<file path="src/rtl/raifes_jtag_host.sv">
// JTAG host: runs TAP reset, IR/DR scans and idle clocks on a TCK divided from clk.
// tms/tdi launch as tck is driven low; tdo is captured as tck is driven high.
module raifes_jtag_host #(
    parameter int unsigned CLK_DIV = 4
) (
    input  logic        clk,
    input  logic        nreset,
    input  logic        cmd_valid,
    output logic        cmd_ready,
    input  logic [1:0]  cmd_op,
    input  logic [6:0]  cmd_len,
    input  logic [63:0] cmd_data,
    output logic        rsp_valid,
    output logic [63:0] rsp_data,
    output logic        rsp_err,
    output logic        tck,
    output logic        tms,
    output logic        tdi,
    input  logic        tdo
);

    typedef enum logic [2:0] {IDLE, RESET, SEL, SHIFT, EXIT, IDLECLK, DONE} state_t;

    localparam logic [1:0] OP_IR   = 2'b01;
    localparam logic [1:0] OP_RST  = 2'b10;
    localparam logic [1:0] OP_IDLE = 2'b11;
    localparam logic [7:0] DIV_LAST = 8'(CLK_DIV - 1);

    state_t      state, next_state;
    logic [7:0]  div_cnt;
    logic [6:0]  pulse_cnt, next_idx, target;
    logic [1:0]  op_q, op_sel;
    logic [6:0]  len_q;
    logic [63:0] data_q, capture;
    logic        err_q, quiet;
    logic        running, tick, rise, fall, pulse_last, len_ok;
    logic        accept, start_pulse, tms_d, tdi_d;

    assign running    = state inside {RESET, SEL, SHIFT, EXIT, IDLECLK};
    assign tick       = running && (div_cnt == DIV_LAST);
    assign rise       = tick && !tck;
    assign fall       = tick && tck;
    assign len_ok     = (cmd_len != 7'd0) && (cmd_len <= 7'd64);
    assign pulse_last = (pulse_cnt == target - 7'd1);

    // Number of TCK pulses issued by each sequencing state.
    always_comb begin
        target = 7'd1;
        case (state)
            RESET:         target = 7'd6;
            SEL:           target = (op_q == OP_IR) ? 7'd4 : 7'd3;
            SHIFT, IDLECLK: target = len_q;
            EXIT:          target = 7'd2;
            default:       target = 7'd1;
        endcase
    end

    // NOTE: state holds through reset as RESET so the TAP is resynchronised after any nreset.
    always_ff @(posedge clk) begin
        if (!nreset) state <= RESET;
        else         state <= next_state;
    end

    always_comb begin
        // NOTE: every signal driven here gets a default first, so no latch can be inferred.
        next_state  = state;
        next_idx    = pulse_cnt;
        start_pulse = 1'b0;
        accept      = 1'b0;
        op_sel      = op_q;
        case (state)
            IDLE: begin
                if (cmd_valid && cmd_ready) begin
                    accept      = 1'b1;
                    start_pulse = 1'b1;
                    next_idx    = 7'd0;
                    op_sel      = cmd_op;
                    if (cmd_op == OP_RST)       next_state = RESET;
                    else if (!len_ok)           next_state = DONE;
                    else if (cmd_op == OP_IDLE) next_state = IDLECLK;
                    else                        next_state = SEL;
                end
            end
            DONE: next_state = IDLE;
            default: begin
                if (fall) begin
                    start_pulse = 1'b1;
                    if (pulse_last) begin
                        next_idx = 7'd0;
                        case (state)
                            SEL:     next_state = SHIFT;
                            SHIFT:   next_state = EXIT;
                            default: next_state = DONE;
                        endcase
                    end else begin
                        next_idx = pulse_cnt + 7'd1;
                    end
                end
            end
        endcase

        // Line levels for the pulse that starts with this tck falling edge.
        tms_d = 1'b0;
        tdi_d = 1'b0;
        case (next_state)
            RESET: tms_d = (next_idx < 7'd5);
            SEL:   tms_d = (next_idx == 7'd0) || ((op_sel == OP_IR) && (next_idx == 7'd1));
            SHIFT: begin
                tms_d = (next_idx == len_q - 7'd1);
                tdi_d = data_q[next_idx[5:0]];
            end
            EXIT:  tms_d = (next_idx == 7'd0);
            default: ;
        endcase
    end

    always_ff @(posedge clk) begin
        if (!nreset) begin
            tck       <= 1'b0;
            tms       <= 1'b1;
            tdi       <= 1'b0;
            div_cnt   <= 8'd0;
            pulse_cnt <= 7'd0;
            cmd_ready <= 1'b0;
            rsp_valid <= 1'b0;
            rsp_err   <= 1'b0;
            rsp_data  <= '0;
            op_q      <= 2'b00;
            len_q     <= 7'd0;
            err_q     <= 1'b0;
            quiet     <= 1'b1;
        end else begin
            rsp_valid <= 1'b0;
            cmd_ready <= (state == IDLE) && (next_state == IDLE);
            div_cnt   <= (running && !tick) ? div_cnt + 8'd1 : 8'd0;
            if (tick) tck <= !tck;
            if (start_pulse) begin
                tms       <= tms_d;
                tdi       <= tdi_d;
                pulse_cnt <= next_idx;
            end
            if (accept) begin
                op_q  <= cmd_op;
                len_q <= cmd_len;
                err_q <= (cmd_op != OP_RST) && !len_ok;
            end
            // The autonomous post-reset sequence completes silently.
            if (state == DONE) begin
                quiet <= 1'b0;
                if (!quiet) begin
                    rsp_valid <= 1'b1;
                    rsp_data  <= capture;
                    rsp_err   <= err_q;
                end
            end
        end
    end

    // NOTE: data_q and capture carry no reset; both are loaded at acceptance before any use.
    always_ff @(posedge clk) begin
        if (accept) begin
            data_q  <= cmd_data;
            capture <= '0;
        end else if (rise && state == SHIFT) begin
            capture[pulse_cnt[5:0]] <= tdo;
        end
    end

endmodule

</file>
<file path="config.mk">
export PLATFORM = sky130hd
export DESIGN_NAME = raifes_jtag_host
export DESIGN_NICKNAME = d
export VERILOG_FILES = /design/src/rtl/raifes_jtag_host.sv
export SDC_FILE = /design/constraint.sdc
export NUM_CORES = 1
export LEC_CHECK = 0
export ABC_AREA = 0
export ABC_CLOCK_PERIOD_IN_PS = 4800
export BUFFER_PORTS_ARGS = -buffer_cell sky130_fd_sc_hd__buf_2
export CAP_MARGIN = 20
export CORE_AREA = 2 2 146 148
export DETAILED_ROUTE_END_ITERATION = 8
export DIE_AREA = 0 0 148 150
export HOLD_SLACK_MARGIN = 0.08
export PLACE_DENSITY_LB_ADDON = 0.12
export SETUP_SLACK_MARGIN = 0.1
export SLEW_MARGIN = 20
export SYNTH_ARGS = -nofsm -noshare
export SYNTH_HDL_FRONTEND = slang
export SYNTH_SLANG_ARGS = --single-unit
</file>
<file path="constraint.sdc">
create_clock -name clk -period 4.8 [get_ports clk]
set_input_delay 0.24 -clock clk [delete_from_list [all_inputs] [get_ports clk]]
set_output_delay 0.24 -clock clk [all_outputs]
set_load 0.01 [all_outputs]
</file>
# Yosys cells after proc, flatten, opt, wreduce, memory -nomap -nowiden
# Cells that the tools add are included.
# classes
addsub	4
n_eq_ne	19
reduce_logical	24
n_lt_le_gt_ge	5
mux	28
bitwise_logic	1
# ops
operator	count
$bwmux W64	1
$pmux W7 S4	1
$mux W3	7
$mux W7	3
$eq A7 B7 Y1	2
$lt A6 B7 Y1 const B	2
$pmux W7 S2	1
$sub A7 B1 Y7 const B	2
$eq A3 B2 Y1 const B	4
$eq A3 B3 Y1 const B	4
$pmux W3 S2	2
$logic_and A1 B1 Y1	11
$add A8 B1 Y8 const B	1
$eq A8 B2 Y1 const B	1
$add A7 B1 Y7 const B	1
$eq A7 B1 Y1 const B	1
$le A7 B7 Y1 const B	1
$logic_not A7 Y1	1
$lt A7 B3 Y1 const B	1
$mux W1	7
$reduce_bool A7 Y1	1
$bmux W1 S6	1
$demux W1 S6	1
$eq A3 B1 Y1 const B	2
14 further kinds	22
# totals
wordCells	97
ff_bits	227
in_bits	77
output_inout_bits	70

# Logic depth before layout (Yosys ltp)
# depth
ltp_word	12
depth_mapped	19
mapped_depth_nobuf	17

# Worst setup path before layout
# OpenSTA, ideal clock, no wires.
# synth_path
path_kind	reg2reg
startpoint	reg state[1]
endpoint	reg tms
setup_time_ns	0.095
n_path_buf	1
period_less_slack_ns	3.914
t_arrival_ns	3.818
path_stages_with_launch	17
setup_slack_ns	0.886
required_time_ns	4.705
cell_sequence	dfxtp_1 > buf_2 > o211a_1 > a211o_1 > inv_1 > ha_1 > o21ai_1 > o31a_1 > nor4_1 > or3_1 > nor2_4 > o311ai_2 > nand2_1 > or4b_1 > o31ai_1 > a31oi_1 > o311ai_1
# synth_via
elab_chain_cells	12
elab_cells_between_ends	37
classes_between	1 x add/sub; 1 x order compare; 14 x eq/ne; 13 x mux; 8 x reduce/logical
# synth_lines
item	line	source
from (decl)	29	state_t state, next_state;
from (signal assigned)	61	else state <= next_state;
parallel branches: the longest is 12 deep, another holds $sub A7 B1 Y7	-	
to (signal assigned)	138	tms <= tms_d;
to (decl)	17	output logic tms,
# Parallel ways; which one is timed is not known.
# A chain may end at the register's enable or synchronous reset.

# Worst setup path in the final report
# layout_path
startpoint	reg state[1]
endpoint	reg tdi
# layout_via
elab_chain_cells	11
elab_cells_between_ends	28
classes_between	1 x add/sub; 8 x eq/ne; 14 x mux; 5 x reduce/logical
# layout_lines
item	line	source
$eq A3 B3 Y1 / $eq A3 B2 Y1 (equally long branches)	39, 49, 90	
$reduce_or A2 Y1	49	case (state)
$pmux W7 S4	49	
$sub A7 B1 Y7	44	assign pulse_last = (pulse_cnt == target - 7'd1);
$eq A7 B7 Y1	44	
$mux W7	88	if (pulse_last) begin
$mux W7	86	if (fall) begin
$pmux W7 S2	71	case (state)
$bmux W1 S6	110	tdi_d = data_q[next_idx[5:0]];
$mux W1 (implied by the code)	110	
$mux W1	105	case (next_state)
to (signal assigned)	139	tdi <= tdi_d;
to (decl)	18	output logic tdi,
# Parallel ways exist; a longest one is shown, timed or not. The select of a mux whose other input is x is not followed.

==> metrics.cfg <==
[global_route]
grt_pass1_vias = 8213
grt_pass1_wl_mm = 42.9
grt_max_degree = 81
antenna_found_initial = 0
grt_usage_pct = 23.8
grt-ovfl-total = 0

[die]
row_count = 53
start_util_pct = 48.9
coreArea_sq_um = 20700
fp.dieH_microns = 150
ios = 147
die_w_microns = 148
dieArea_sq_um = 22200

[worst_setup_path]
crit_buf_inv = 2
cp_slowest_cell = dfxtp_2
cp.depth = 16
ff2ff_path_depth = 16
crit_path_end = tdi
timing.rr.end = tdi
crit_fanout = 15
worst_path_largest_cell_delay_ps = 480
cp_top_family = compound AO/OA/AOI/OAI gates
critPathLaunchType = flip-flop
cp.arrival_ps = 4770
critPathKind = reg2reg
endpoint_kind = flip-flop
startpoint = state[1]
critPathRequiredTime_ps = 5230
r2r_setup_slack_ps = 450
crit_chain = nand3b_1, a211o_1, inv_1, ha_1, o21ai_1, o31a_1, o31a_1, or3_1, o21ai_2, nand2_2, buf_4, mux2i_1, mux2i_1, o22ai_1, o311a_1, o31ai_1
timing.rr.start = state[1]

[detailed_routing]
final_antenna_net_count = 0
drtIter0Drc = 678
routed_wl_mm = 26.6
firstDrtPassIters = 6
remaining_drc_errors = 0
viasPerCell = 5.39
wire_per_inst_microns = 16.6
num_vias = 8662

[sta]
worstMarginPinSlew_ps = 990
rsz0062_at_grt = false
setup_ws_ps = 455
drv_slew = 0
min_period_over_period_pct = 90.5
fmax_mhz = 230
layout_min_cycle_time_ps = 4350
hold_violations = 0
skew_ps = 20.9
fin_tns_setup_ps = 0
slew-limit-headroom_pct = 33.8
final-setup-viol-count = 0

[finish]
multiInputGateArea_sq_um = 4620
finalInstanceArea_sq_um = 12600
final_common_cell = nand2_1
n_fill_cell = 1823
drive_gt1_share_pct = 17.7
nNetsFinal = 1394
final_cell_mix = nand2_1, dfxtp_1, buf_2, a21boi_0, dlygate4sd3_1
layout.area.seq_sq_um = 5190
syn2layout_area_growth_pct = 24.8
antenna_cells = 0

[clocking]
cts.sinks = 227
cts_buffers = 24
cts_tree = yes
ctsRootBufferMaster = clkbuf_16
clock_latency_ps = 520
clk_pin_slew_worst_paths_ps = 60
clockBufferDepth = 3
cts_max_level = 1

[synth]
ys_ff_latch = 227
synth_area_leaders = dfxtp_1, edfxtp_1, nand2_1
syn-num-nets = 1195
yosysTopAreaCell = dfxtp_1
synthArstFlopShare_pct = 0
ys_seq_area_share_pct = 51.2
synth-edff-count = 64
synthFlopType = dfxtp_1
ys_warn_count = 0
netlist_instances = 1114
netlist.area_leader.share_pct = 32.3
avgSynthCellArea_sq_um = 9.08
ys_types = 81
synthesis.area_sq_um = 10100

[pwr]
power.switching_w = 0.000832
p_int_w = 0.00308
leakage_nw = 5.02
swShare_pct = 21.3
pwr-share-seq_pct = 50.9
power_w = 0.00391
power.density_nw_per_um2 = 310
combPwrFrac_pct = 3.7
vdd_drop_max_uv = 337
p_clk_share_pct = 45.4

[placed_design]
port_buffers = 146
place_area_sq_um = 11100
gp_congestion = 0.888
dpl.hpwl_mm = 16.9
pre_cts_ws_ps = 364

[flow_run]
drv_cap = 0

[hold_path]
hp-class = in2reg

[outcome]
status = complete, no violations

-- power by group through the flow --
stage / logic (W) / registers (W) / clock network (W)
CTS: 0.000142 / 0.00199 / 0.00180
floorplan: 0.0000504 / 0.00203 / 0
finish: 0.000145 / 0.00199 / 0.00178
detailed placement: 0.0000953 / 0.00204 / 0
global placement: 0.0000953 / 0.00203 / 0
global route: 0.000158 / 0.00199 / 0.00190
-- tightest hold or removal path, cell delays in order --
cell	delay [ps]
buf_4	310
nand3_1	150
a21oi_1	60
-- stage by stage --
stage	utilization [%]	hold WS, ps	std cells
2_1_floorplan	-	339	1114
3_3_place_gp	53.6	416	1488
3_5_place_dp	53.6	418	1488
4_1_cts	60.9	332	1606
5_1_grt	61.0	309	1606
6_report	61.0	291	1606
-- sequential cells by signal, summed over array words and instances (netlist names), 2 cells and up --
name and count:
div_cnt 8, state 3, capture 64, rsp_data 64, len_q 7, op_q 2
data_q 64, pulse_cnt 7
-- worst min-delay path by stage --
stage	from	to	slack, ps	cells after the start
finish	tdo	capture[29]	290	3
global route	tdo	capture[47]	310	3
CTS	cmd_valid	len_q[3]	330	5
detailed placement	cmd_data[35]	data_q[35]	420	1
global placement	cmd_data[35]	data_q[35]	420	1
floorplan	cmd_data[0]	data_q[0]	340	0
-- cells in the mapped netlist (all sizes together), types with 4 or more instances --
master / count
nor2b: 5
ha: 4
nor4: 8
a21oi: 51
and2: 16
nand2b: 5
dfxtp: 163
nand2: 271
o22ai: 4
a211oi: 11
a31oi: 7
o311ai: 5
xor2: 10
nand3: 65
or2: 7
edfxtp: 64
buf: 11
nor2: 66
a21boi: 80
xnor2: 11
o211ai: 5
mux2i: 47
or3: 6
o31a: 4
nor3: 15
clkbuf: 60
and3: 9
o211a: 4
inv: 14
o31ai: 4
nand4: 6
o21ai: 31
-- final cells by class --
| class | instances | area share [%] |
|---|---|---|
| Tap cell | 275 | 2.73 |
| Sequential cell | 227 | 41.1 |
| Inverter | 16 | 0.496 |
| Timing Repair Buffer | 244 | 13.1 |
| Multi-Input combinational cell | 800 | 36.6 |
| Clock buffer | 31 | 5.12 |
| Clock inverter | 13 | 0.872 |
-- cell families (layout without fill, tap and decap cells) --
family,count (synthesis),after routing,share of synthesized area (%)
XOR/XNOR,22,22,2.04
AO/OA/AOI/OAI,234,234,16.4
adder cells (fa/ha/maj),4,4,0.495
multiplexers,48,48,4.76
flip-flops,227,227,51.2
AND/OR/NAND/NOR,492,492,21.7
buffers and inverters,87,304,3.39
-- layer usage --
| metal | GRT usage, % | up-vias | part of all wire (%) |
|---|---|---|---|
| li1 | - | 4293 | - |
| met1 | 34.8 | 4024 | 47 |
| met2 | 37.4 | 305 | 45 |
| met3 | 3.60 | 40 | 6.0 |
| met4 | 4.95 | 0 | 1.5 |
| met5 | 0 | - | 0 |
-- timing repair --
item	4_1_cts	5_1_grt
hold buffers	74	0
endpoints found under the setup margin	0	2
setup buffers	0	0
gates resized for setup	0	4
endpoints found under the hold margin	75	0
Power figures use the tool's default switching activity.
